===== config.mk =====
export PLATFORM = sky130hd
export DESIGN_NAME = traffic_mode_ctrl_flat
export DESIGN_NICKNAME = d
export VERILOG_FILES = /design/src/rtl/traffic_pkg.sv /design/src/rtl/traffic_mode_ctrl_if.sv /design/src/rtl/emg_arbiter.sv /design/src/rtl/traffic_mode_ctrl.sv /design/src/flat_wrapper.sv
export SDC_FILE = /design/constraint.sdc
export NUM_CORES = 1
export LEC_CHECK = 0
export ABC_AREA = 1
export CAP_MARGIN = 10
export CORE_AREA = 2 2 74 76
export DETAILED_ROUTE_END_ITERATION = 12
export DIE_AREA = 0 0 76 78
export RECOVER_POWER = 100
export SYNTH_ARGS = -nofsm -noshare
export SYNTH_HDL_FRONTEND = slang
export SYNTH_SLANG_ARGS = --single-unit

===== constraint.sdc =====
create_clock -name clk -period 3.5 [get_ports clk]
set_clock_uncertainty 0.15 [all_clocks]
set_input_delay 0.875 -clock clk [delete_from_list [all_inputs] [get_ports clk]]
set_output_delay 0.875 -clock clk [all_outputs]
set_load 0.005 [all_outputs]

===== src/rtl/traffic_pkg.sv =====
// Shared encodings for the intersection mode controller.
// Latency: n/a (types and constants only).
// Backpressure: n/a.
package traffic_pkg;

    localparam logic [1:0] MODE_DAY   = 2'b00;
    localparam logic [1:0] MODE_NIGHT = 2'b01;
    localparam logic [1:0] MODE_PED   = 2'b10;
    localparam logic [1:0] MODE_EMG   = 2'b11;

    localparam logic [1:0] RESET_MODE = MODE_NIGHT;

    typedef enum logic [2:0] {
        S_DAY,
        S_NIGHT,
        S_PED,
        S_EMG,
        S_EMG_CLR
    } state_e;

    localparam state_e RESET_STATE = S_NIGHT;

    // Both emergency states present the same mode to the light sequencer.
    function automatic logic [1:0] mode_of(state_e s);
        case (s)
            S_DAY:   return MODE_DAY;
            S_NIGHT: return MODE_NIGHT;
            S_PED:   return MODE_PED;
            default: return MODE_EMG;
        endcase
    endfunction

endpackage


===== src/rtl/traffic_mode_ctrl_if.sv =====
// Request inputs and mode outputs of the traffic mode controller.
// Latency: n/a (wiring only).
// Backpressure: none; all signals are levels or single-cycle pulses.
interface traffic_mode_ctrl_if #(
    parameter int NUM_EMG = 4,
    parameter int CNT_W   = 8
);
    logic               dayNightSignal;
    logic               pedSignal;
    logic [NUM_EMG-1:0] emgSignal;
    logic [1:0]         currentState;
    logic [NUM_EMG-1:0] emgGrant;
    logic               pedAck;
    logic               modeChange;
    logic [CNT_W-1:0]   dwellCount;

    // Request side: whoever drives the sensors/preemption inputs.
    modport master (
        output dayNightSignal, pedSignal, emgSignal,
        input  currentState, emgGrant, pedAck, modeChange, dwellCount
    );

    // Controller side.
    modport slave (
        input  dayNightSignal, pedSignal, emgSignal,
        output currentState, emgGrant, pedAck, modeChange, dwellCount
    );
endinterface


===== src/rtl/emg_arbiter.sv =====
// Fixed lowest-index emergency arbiter; the current grant is held while its request stays high.
// Latency: grant registered, visible one cycle after the request edge.
// Backpressure: none; grant_switch_o flags a hand-over between two live channels for the coming edge.
module emg_arbiter #(
    parameter int NUM_EMG = 4
) (
    input  logic               clk,
    input  logic               rst,
    input  logic [NUM_EMG-1:0] req_i,
    output logic [NUM_EMG-1:0] grant_o,
    output logic               any_req_o,
    output logic               grant_switch_o
);

    logic [NUM_EMG-1:0] grant_q;
    logic [NUM_EMG-1:0] grant_d;
    logic [NUM_EMG-1:0] lowest;

    // One-hot of the lowest-index active request (zero when idle).
    always_comb begin
        lowest = '0;
        for (int i = NUM_EMG - 1; i >= 0; i--) begin
            if (req_i[i]) begin
                lowest    = '0;
                lowest[i] = 1'b1;
            end
        end
    end

    // Keep the lock while the owner still requests; otherwise re-arbitrate.
    always_comb begin
        grant_d = lowest;
        if ((req_i & grant_q) != '0) begin
            grant_d = grant_q;
        end
    end

    // Grant register.
    always_ff @(posedge clk or posedge rst) begin
        if (rst) begin
            grant_q <= '0;
        end else begin
            grant_q <= grant_d;
        end
    end

    assign grant_o        = grant_q;
    assign any_req_o      = |req_i;
    assign grant_switch_o = (grant_q != '0) && (grant_d != '0) && (grant_d != grant_q);

endmodule


===== src/rtl/traffic_mode_ctrl.sv =====
// Intersection mode selector: emergency > pedestrian > day/night, with dwell timing and clearance.
// Latency: inputs sampled at one edge, resulting mode and pulses visible right after it.
// Backpressure: none; pedestrian requests are latched until served, emergencies preempt at once.
module traffic_mode_ctrl
    import traffic_pkg::*;
#(
    parameter int NUM_EMG   = 4,
    parameter int CNT_W     = 8,
    parameter int MIN_DWELL = 8,
    parameter int PED_HOLD  = 16,
    parameter int EMG_CLEAR = 4
) (
    input  logic                clk,
    input  logic                rst,
    traffic_mode_ctrl_if.slave  bus
);

    localparam logic [CNT_W-1:0] MIN_DWELL_M1 = CNT_W'(MIN_DWELL - 1);
    localparam logic [CNT_W-1:0] PED_HOLD_M1  = CNT_W'(PED_HOLD - 1);
    localparam logic [CNT_W-1:0] EMG_CLEAR_M1 = CNT_W'(EMG_CLEAR - 1);

    state_e             state_q, state_d;
    logic [1:0]         mode_q, mode_d;
    logic [CNT_W-1:0]   dwell_q, dwell_d;
    logic               ped_pend_q, ped_pend_d;
    logic               ped_ack_q, ped_ack_d;
    logic               mode_chg_q, mode_chg_d;

    logic [NUM_EMG-1:0] grant;
    logic               any_req;
    logic               grant_switch;
    state_e             base_state;
    logic               dwell_met;

    emg_arbiter #(
        .NUM_EMG (NUM_EMG)
    ) u_emg_arbiter (
        .clk            (clk),
        .rst            (rst),
        .req_i          (bus.emgSignal),
        .grant_o        (grant),
        .any_req_o      (any_req),
        .grant_switch_o (grant_switch)
    );

    // Next-state selection; any emergency request wins over everything else.
    always_comb begin
        base_state = bus.dayNightSignal ? S_DAY : S_NIGHT;
        dwell_met  = (dwell_q >= MIN_DWELL_M1);
        state_d    = state_q;
        if (any_req) begin
            state_d = S_EMG;
        end else begin
            case (state_q)
                S_EMG:     state_d = S_EMG_CLR;
                S_EMG_CLR: if (dwell_q == EMG_CLEAR_M1) state_d = ped_pend_q ? S_PED : base_state;
                S_PED:     if (dwell_q == PED_HOLD_M1)  state_d = base_state;
                S_DAY: begin
                    if (dwell_met) begin
                        if (ped_pend_q)               state_d = S_PED;
                        else if (!bus.dayNightSignal) state_d = S_NIGHT;
                    end
                end
                S_NIGHT: begin
                    if (dwell_met) begin
                        if (ped_pend_q)              state_d = S_PED;
                        else if (bus.dayNightSignal) state_d = S_DAY;
                    end
                end
                default: state_d = RESET_STATE;
            endcase
        end
    end

    // Derived outputs, pending-request latch and dwell counter for the coming edge.
    always_comb begin
        mode_d     = mode_of(state_d);
        mode_chg_d = (mode_d != mode_q);
        ped_ack_d  = (state_d == S_PED) && (state_q != S_PED);
        ped_pend_d = ped_pend_q;
        if (ped_ack_d) begin
            ped_pend_d = 1'b0;
        end else if (bus.pedSignal && (state_q != S_PED)) begin
            ped_pend_d = 1'b1;
        end
        // A grant hand-over restarts the dwell even though the state is unchanged.
        if ((state_d != state_q) || grant_switch) begin
            dwell_d = '0;
        end else if (dwell_q != '1) begin
            dwell_d = dwell_q + 1'b1;
        end else begin
            dwell_d = dwell_q;
        end
    end

    // State and output registers.
    always_ff @(posedge clk or posedge rst) begin
        if (rst) begin
            state_q    <= RESET_STATE;
            mode_q     <= RESET_MODE;
            dwell_q    <= '0;
            ped_pend_q <= 1'b0;
            ped_ack_q  <= 1'b0;
            mode_chg_q <= 1'b0;
        end else begin
            state_q    <= state_d;
            mode_q     <= mode_d;
            dwell_q    <= dwell_d;
            ped_pend_q <= ped_pend_d;
            ped_ack_q  <= ped_ack_d;
            mode_chg_q <= mode_chg_d;
        end
    end

    assign bus.currentState = mode_q;
    assign bus.emgGrant     = grant;
    assign bus.pedAck       = ped_ack_q;
    assign bus.modeChange   = mode_chg_q;
    assign bus.dwellCount   = dwell_q;

endmodule


===== src/flat_wrapper.sv =====
// flat-port wrapper written by rule: the top's interface ports become plain ports
module traffic_mode_ctrl_flat import traffic_pkg::*;
#(
    parameter int NUM_EMG   = 4,
    parameter int CNT_W     = 8,
    parameter int MIN_DWELL = 8,
    parameter int PED_HOLD  = 16,
    parameter int EMG_CLEAR = 4
)
  (clk, rst, bus_dayNightSignal, bus_pedSignal, bus_emgSignal, bus_currentState, bus_emgGrant, bus_pedAck, bus_modeChange, bus_dwellCount);
  traffic_mode_ctrl_if #(.NUM_EMG(NUM_EMG), .CNT_W(CNT_W)) bus_i ();
  input  logic clk;
  input  logic rst;
  input wire logic [$bits(bus_i.dayNightSignal)-1:0] bus_dayNightSignal;
  input wire logic [$bits(bus_i.pedSignal)-1:0] bus_pedSignal;
  input wire logic [$bits(bus_i.emgSignal)-1:0] bus_emgSignal;
  output wire logic [$bits(bus_i.currentState)-1:0] bus_currentState;
  output wire logic [$bits(bus_i.emgGrant)-1:0] bus_emgGrant;
  output wire logic [$bits(bus_i.pedAck)-1:0] bus_pedAck;
  output wire logic [$bits(bus_i.modeChange)-1:0] bus_modeChange;
  output wire logic [$bits(bus_i.dwellCount)-1:0] bus_dwellCount;
  assign bus_i.dayNightSignal = bus_dayNightSignal;
  assign bus_i.pedSignal = bus_pedSignal;
  assign bus_i.emgSignal = bus_emgSignal;
  assign bus_currentState = bus_i.currentState;
  assign bus_emgGrant = bus_i.emgGrant;
  assign bus_pedAck = bus_i.pedAck;
  assign bus_modeChange = bus_i.modeChange;
  assign bus_dwellCount = bus_i.dwellCount;
  traffic_mode_ctrl #(.NUM_EMG(NUM_EMG), .CNT_W(CNT_W), .MIN_DWELL(MIN_DWELL), .PED_HOLD(PED_HOLD), .EMG_CLEAR(EMG_CLEAR)) u_core (.clk(clk), .rst(rst), .bus(bus_i));
endmodule

==> results.toml <==
[worst_setup_path]
cp_common_cell = "nor2_1"
slowest_stage = "dlygate4sd3_1"
path_delay_family = "simple AND/OR/NAND/NOR gates"
crit_chain = "dlygate4sd3_1 -> nor2_1 -> nand3_1 -> nor2_1 -> nand2_1 -> nor2_1 -> a21oi_1 -> nor2_1 -> nand3_1 -> nor2_1"
required_ps = 3530
cpPeakStageDelay_ps = 590
critPathCaptureType = "flip-flop"
worst-path-buf-inv = 1
critPathKind = "input pin to flip-flop"
crit_fanout = 8
start_kind = "input pin"
worst-endpoint-arrival_ps = 2810

[floorplan]
die_area_um2 = 5930
die_h_um = 78
pin_count = 24
die_w_um = 76
fp-row-count = 26
start_util = 0.245
core_um2 = 5040

[placement]
hpwl_mm = 2.05
gp_congestion = 0.841
port_buffers = 23

[clock_tree]
post-cts-setup-buffers = 0
numCtsBuffers = 3
clkSinkCount = 20
cts_tree = "yes"
clock_path_buffers = 2
ctsResizeCount = 0
clock_latency_ps = 250
path_clk_slew_ps = 70
cts-root-buf = "clkbuf_8"
htreeDepth = 1
cts_hold_buf = 0

[min_path]
hp-class = "flip-flop to flip-flop"

[pwr]
vdd_drop_max_uv = 162
cellPowerDensity_nw_per_um2 = 382
leakagePower_uw = 0.000798

[routing]
vias = 1128
drt-wirelength-per-cell_um = 9.41
ant_nets = 0
drc_errors = 0
drt_iter0_markers = 31
totalWireLength_mm = 2.60
drt-pass1-iter-count = 5
avgViaCountPerCell = 4.09

[synth]
yosys.area_share.simple = 0.381
ys_ff_latch = 20
syn_inst = 180
synth-compound-area-share = 0.0819
synth.area.mux_share = 0.00910
yosysSeqAreaShare = 0.406
syn_avg_cell_area_um2 = 6.87
synth-xor-area-share = 0.00708
synthAdderAreaFrac = 0.0101
yosys.cell_types.count = 23
yosysWarningCount = 0
synthesis.nets = 189
synth_top_family_by_area = "simple AND/OR/NAND/NOR gates"
synth_area_um2 = 1240

[global_routing]
gr-total-overflow = 0
grt_pass1_vias = 1038
grt_usage = 0.0933
grt_first_pass_wirelength_mm = 4.56
grt_max_degree = 21
antenna_found_initial = 0

[sta]
worst_pin_slew_ps = 739
rsz0062_at_grt = "no"
fin_crit_sh = 0.795
relSlewSlack = 0.507
max_freq_mhz = 359
finalHoldWorstSlack_ps = 367
finalMaxSlewViolations = 0
tns_ps = 0
hold_violations = 0
setup_viol = 0
period_needed_ps = 2780

[cells_and_area]
layout.nets = 216
diodes = 0
area_growth_pct = 26.9
drive_gt1_frac = 0.0583

[flow_run]
drv_cap = 0

[outcome]
status = "finished clean"
final timing paths:
check / start / to / slack (ps) / cells after the start
worst max register to register: u_core.bus.dwellCount[0] / u_core.bus.dwellCount[2] / 1380 / 12
worst min-delay path: u_core.bus.currentState[1] / u_core.bus.modeChange / 370 / 2
worst max-delay path: bus_emgSignal[0] / u_core.bus.dwellCount[2] / 720 / 10
worst min register to register: u_core.bus.currentState[1] / u_core.bus.modeChange / 370 / 2
min in group asynchronous: rst / u_core.bus.dwellCount[0] / 1030 / 2
max in group asynchronous: rst / u_core.bus.dwellCount[6] / 1700 / 2
sequential cells by signal, summed over array words and instances (netlist names):
register	cells
u_core.u_emg_arbiter.grant_o	4
u_core.bus.dwellCount	8
u_core.bus.modeChange	1
u_core.state_q	3
u_core.bus.currentState	2
u_core.ped_pend_q	1
u_core.bus.pedAck	1
cell type report:
cell class                 instances  area (um2)
timing repair buffer              23         230
tap                               70        87.6
multi-input combinational        126         581
clock buffer                       4        45.0
fill                             544        3470
inverter                          33         124
sequential                        20         503
worst min-delay path: cells and delay by family (launching register included):
family / cells / cell delay, ps
flip-flops: 1 / 360
AND/OR/NAND/NOR: 2 / 130
per-stage QoR:
step            util  total power, uW  area (um2)  worst slack [ps]  cells
2_1_floorplan      -              401        1240              1490    180
6_report       0.311              601        1570               716    276
4_1_cts        0.316              632        1600               970    276
5_1_grt        0.311              653        1570               435    276
3_5_place_dp   0.307              479        1550               699    272
3_3_place_gp   0.307              478        1550               761    272
where the power goes:
part | internal [uW] | leakage (uW) | switching, uW
Combinational | 78.8 | 0.000523 | 85.9
Clock | 80.8 | 0.0000228 | 68.7
Sequential | 257 | 0.000251 | 29.4
layout by cell type, fill, tap and decap left out, types with 2 or more instances in the layout:
| cell | netlist | layout |
|---|---|---|
| dlygate4sd3_1 | 0 | 18 |
| inv_1 | 31 | 32 |
| a21oi_1 | 3 | 3 |
| o21ai_0 | 14 | 14 |
| nand3_2 | 3 | 2 |
| nand3_1 | 7 | 9 |
| or2_1 | 3 | 3 |
| dfrtp_1 | 18 | 18 |
| nand4_1 | 4 | 4 |
| nor2_2 | 6 | 3 |
| dfstp_2 | 2 | 2 |
| clkbuf_8 | 0 | 3 |
| nor2_1 | 24 | 27 |
| nand2_1 | 53 | 53 |
| clkdlybuf4s50_1 | 0 | 5 |
cells in the mapped netlist:
cell | number | area (um2)
a21oi_1 | 3 | 15.0
buf_2 | 1 | 5.00
dfrtp_1 | 18 | 450
dfstp_2 | 2 | 52.6
ha_1 | 1 | 12.5
inv_1 | 31 | 116
inv_2 | 2 | 7.51
mux2_1 | 1 | 11.3
nand2_1 | 53 | 199
nand2_2 | 1 | 6.26
nand3_1 | 7 | 35.0
nand3_2 | 3 | 30.0
nand3_4 | 1 | 17.5
nand3b_1 | 1 | 7.51
nand4_1 | 4 | 25.0
nor2_1 | 24 | 90.1
nor2_2 | 6 | 37.5
nor3_1 | 1 | 5.00
o21ai_0 | 14 | 70.1
o31ai_1 | 1 | 7.51
o41ai_1 | 1 | 8.76
or2_1 | 3 | 18.8
xnor2_1 | 1 | 8.76
per-layer routing:
layer  vias to the layer above  share of wire  global-route usage
li1                        608              -                   -
met1                       491           0.49               0.119
met2                        25           0.46               0.154
met3                         4          0.030              0.0128
met4                         0          0.019              0.0491
met5                         -              0                   0
logic make-up (layout without fill, tap and decap cells):
| kind of cell | after synthesis | in the layout |
|---|---|---|
| DFF | 20 | 20 |
| xor gates and xnor gates | 1 | 1 |
| buffers and inverters | 34 | 60 |
| and+or+nand+nor | 104 | 104 |
| muxes | 1 | 1 |
| AOI/OAI and AO/OA | 19 | 19 |
| adders and majority gates | 1 | 1 |
(Power assumes the default switching activity.)
==> edit, RTL diff (same flow settings) <==
Make the reset (`rst`) synchronous in 2 clocked blocks.
--- a/src/rtl/emg_arbiter.sv
+++ b/src/rtl/emg_arbiter.sv
@@ -36,7 +36,7 @@
     end
 
     // Grant register.
-    always_ff @(posedge clk or posedge rst) begin
+    always_ff @(posedge clk) begin
         if (rst) begin
             grant_q <= '0;
         end else begin
--- a/src/rtl/traffic_mode_ctrl.sv
+++ b/src/rtl/traffic_mode_ctrl.sv
@@ -94,7 +94,7 @@
     end
 
     // State and output registers.
-    always_ff @(posedge clk or posedge rst) begin
+    always_ff @(posedge clk) begin
         if (rst) begin
             state_q    <= RESET_STATE;
             mode_q     <= RESET_MODE;
Behaviour: differs if rst is asserted again (counterexample within 4 cycles, from zero or initial values and one cycle with rst high); with rst held inactive, the same outputs for 10 cycles.
==> edit against the original RTL <==
  * Global-route usage up 0.17 points
  * Worst setup slack gained 0.023 ns
  * Final area about the same
  * Sequential cell count unchanged
  * Routed wire length up 1.3%
  * Critical path depth shrank 1
  * First-iteration DRC count grew 100%
  * Synthesized area rose by 1.9%
  * Utilization is essentially flat
  * Critical endpoint is now u_core.bus.dwellCount[4]$_SDFFE_PP0P_
Power is not compared: it rests on default switching activity, and its combinational part moved more than twofold at a synthesized area within 25%.
==> edit: results <==
export IMPL_place_port_buffers=23
export IMPL_worst_setup_hold_path_clk_slew_ns=0.07
export IMPL_critical_path_data_arrival_time_ns=2.75
export IMPL_wirelength_met1_um=1370
export IMPL_crit_path_max_fanout=8
export IMPL_reg2reg_from="u_core.bus.dwellCount[0]$_SDFFE_PP0P_"
export IMPL_largest_reg_flops=8
export IMPL_synth_async_reset_ratio=0
export IMPL_finalNonFillerCells=271
export IMPL_netlist_instances=176
export IMPL_globalplace_congestion=0.812
export IMPL_synth_sequential_area_ratio=0.317
export IMPL_synth_top_cells_by_area="sky130_fd_sc_hd__dfxtp_1, sky130_fd_sc_hd__nand2_1, sky130_fd_sc_hd__nor3_2"
export IMPL_grt_first_pass_wirelength_um=4750
export IMPL_clock_tree_buffer_depth=2
export IMPL_synth_top_cells_by_count="sky130_fd_sc_hd__nand2_1, sky130_fd_sc_hd__nor2_1, sky130_fd_sc_hd__dfxtp_1"
export IMPL_finalWorstSetupSlack_ns=0.739
export IMPL_count_of_buffers_added_by_post_cts_timing_repair_for_setup=0
export IMPL_synth_warning_count=0
export IMPL_layout_nets=212
export IMPL_worst_slew_pin_slew_ns=0.449
export IMPL_setup_viol=0
export IMPL_status="completed"
export IMPL_synth_nets=185
export IMPL_drt_wirelength_per_cell_um=9.71
export IMPL_grt_met2_usage=0.162
export IMPL_grt_antenna_before_repair=0
export IMPL_worstSetupStartpoint="bus_emgSignal[0]"
export IMPL_grt_max_degree=11
export IMPL_share_of_cells_above_drive_strength_1=0.184
export IMPL_post_cts_resize_count=0
export IMPL_dr_pass1_iters=4
export IMPL_placed_cell_area_sq_mm=0.00158
export IMPL_insertion_delay_ns=0.25
export IMPL_grt_met1_usage=0.125
export IMPL_vias=1131
export IMPL_post_synth_num_cell_types=28
export IMPL_static_leakage_power_nw=0.715
export IMPL_clockRootBuffer="sky130_fd_sc_hd__clkbuf_8"
export IMPL_inserted_clock_buffers=3
export IMPL_global_routing_usage_on_met3=0.0105
export IMPL_drt_iter0_drc=62
export IMPL_num_antenna_cells=0
export IMPL_detailroute_wirelength_met3_um=30
export IMPL_clock_tree_htree_level_count=1
export IMPL_timing_critical_path_slowest_stage_cell="sky130_fd_sc_hd__dlygate4sd3_1"
export IMPL_cell_internal_pwr_mw=0.349
export IMPL_cp_top_family="simple AND/OR/NAND/NOR gates"
export IMPL_hold_removal_path_class="reg2reg"
export IMPL_rrSetupSlack_ns=1.37
export IMPL_endpoint="u_core.bus.dwellCount[4]$_SDFFE_PP0P_"
export IMPL_dp_worst_setup_slack_ns=0.803
export IMPL_route_top_layer_used="met4"
export IMPL_met2_wirelength_um=1210
export IMPL_detailed_placer_s_ending_hpwl_um=2080
export IMPL_worst_ir_drop_vdd_mv=0.111
export IMPL_slowest_delay_ns=0.56
export IMPL_worst_r2r_path_depth=10
export IMPL_grtUsageTotal=0.0950
-- edit: cell types whose count changed after synthesis, moves of 3 or more --
| cell | change |
|---|---|
| sky130_fd_sc_hd__inv_1 | -12 |
| sky130_fd_sc_hd__nand3_1 | +5 |
| sky130_fd_sc_hd__dfxtp_1 | +20 |
| sky130_fd_sc_hd__nand2_2 | +8 |
| sky130_fd_sc_hd__inv_2 | +6 |
| sky130_fd_sc_hd__nor3_2 | +9 |
| sky130_fd_sc_hd__nand2_1 | -22 |
| sky130_fd_sc_hd__a21oi_1 | +3 |
| sky130_fd_sc_hd__o21ai_0 | -7 |
| sky130_fd_sc_hd__dfrtp_1 | -18 |
| sky130_fd_sc_hd__or2_1 | -3 |
-- edit: how the worst min path moves through the flow --
stage                                                             to  depth (start not counted)  slack, ns                                        from
after floorplan           u_core.u_emg_arbiter.grant_o[2]$_SDFF_PP0_                          2       0.34  u_core.u_emg_arbiter.grant_o[2]$_SDFF_PP0_
after global placement    u_core.u_emg_arbiter.grant_o[2]$_SDFF_PP0_                          2       0.34  u_core.u_emg_arbiter.grant_o[2]$_SDFF_PP0_
after detailed placement  u_core.u_emg_arbiter.grant_o[2]$_SDFF_PP0_                          2       0.35  u_core.u_emg_arbiter.grant_o[2]$_SDFF_PP0_
after CTS                 u_core.u_emg_arbiter.grant_o[2]$_SDFF_PP0_                          2       0.35  u_core.u_emg_arbiter.grant_o[2]$_SDFF_PP0_
after global routing                  u_core.ped_pend_q$_SDFFE_PP0P_                          2       0.39              u_core.ped_pend_q$_SDFFE_PP0P_
final                     u_core.u_emg_arbiter.grant_o[2]$_SDFF_PP0_                          2       0.35  u_core.u_emg_arbiter.grant_o[2]$_SDFF_PP0_
-- edit: cell families (layout without fill, tap and decap cells) --
| group | count (synthesis) | in the layout | share of synthesized area |
|---|---|---|---|
| adder cells (fa/ha/maj) | 1 | 1 | 0.00992 |
| flip-flops | 20 | 20 | 0.317 |
| AO/OA/AOI/OAI | 18 | 18 | 0.0873 |
| XOR/XNOR | 4 | 4 | 0.0278 |
| AND/OR/NAND/NOR | 105 | 105 | 0.474 |
| buffers and inverters | 28 | 53 | 0.0833 |
-- edit: power groups by stage --
stage / registers (mW) / clock network [mW] / logic, mW
after global routing: 0.246 / 0.164 / 0.0900
after global placement: 0.250 / 0 / 0.0877
after detailed placement: 0.250 / 0 / 0.0885
after CTS: 0.245 / 0.151 / 0.0889
after floorplan: 0.249 / 0 / 0.0551
final: 0.244 / 0.146 / 0.0793
-- edit: layout make-up --
cell class	instances	area [sq um]
well taps	70	87.6
inverters	27	101
repair buffers	23	230
flip-flops and latches	20	400
fillers	539	3470
multi-input cells	128	708
clock buffers	3	41.3
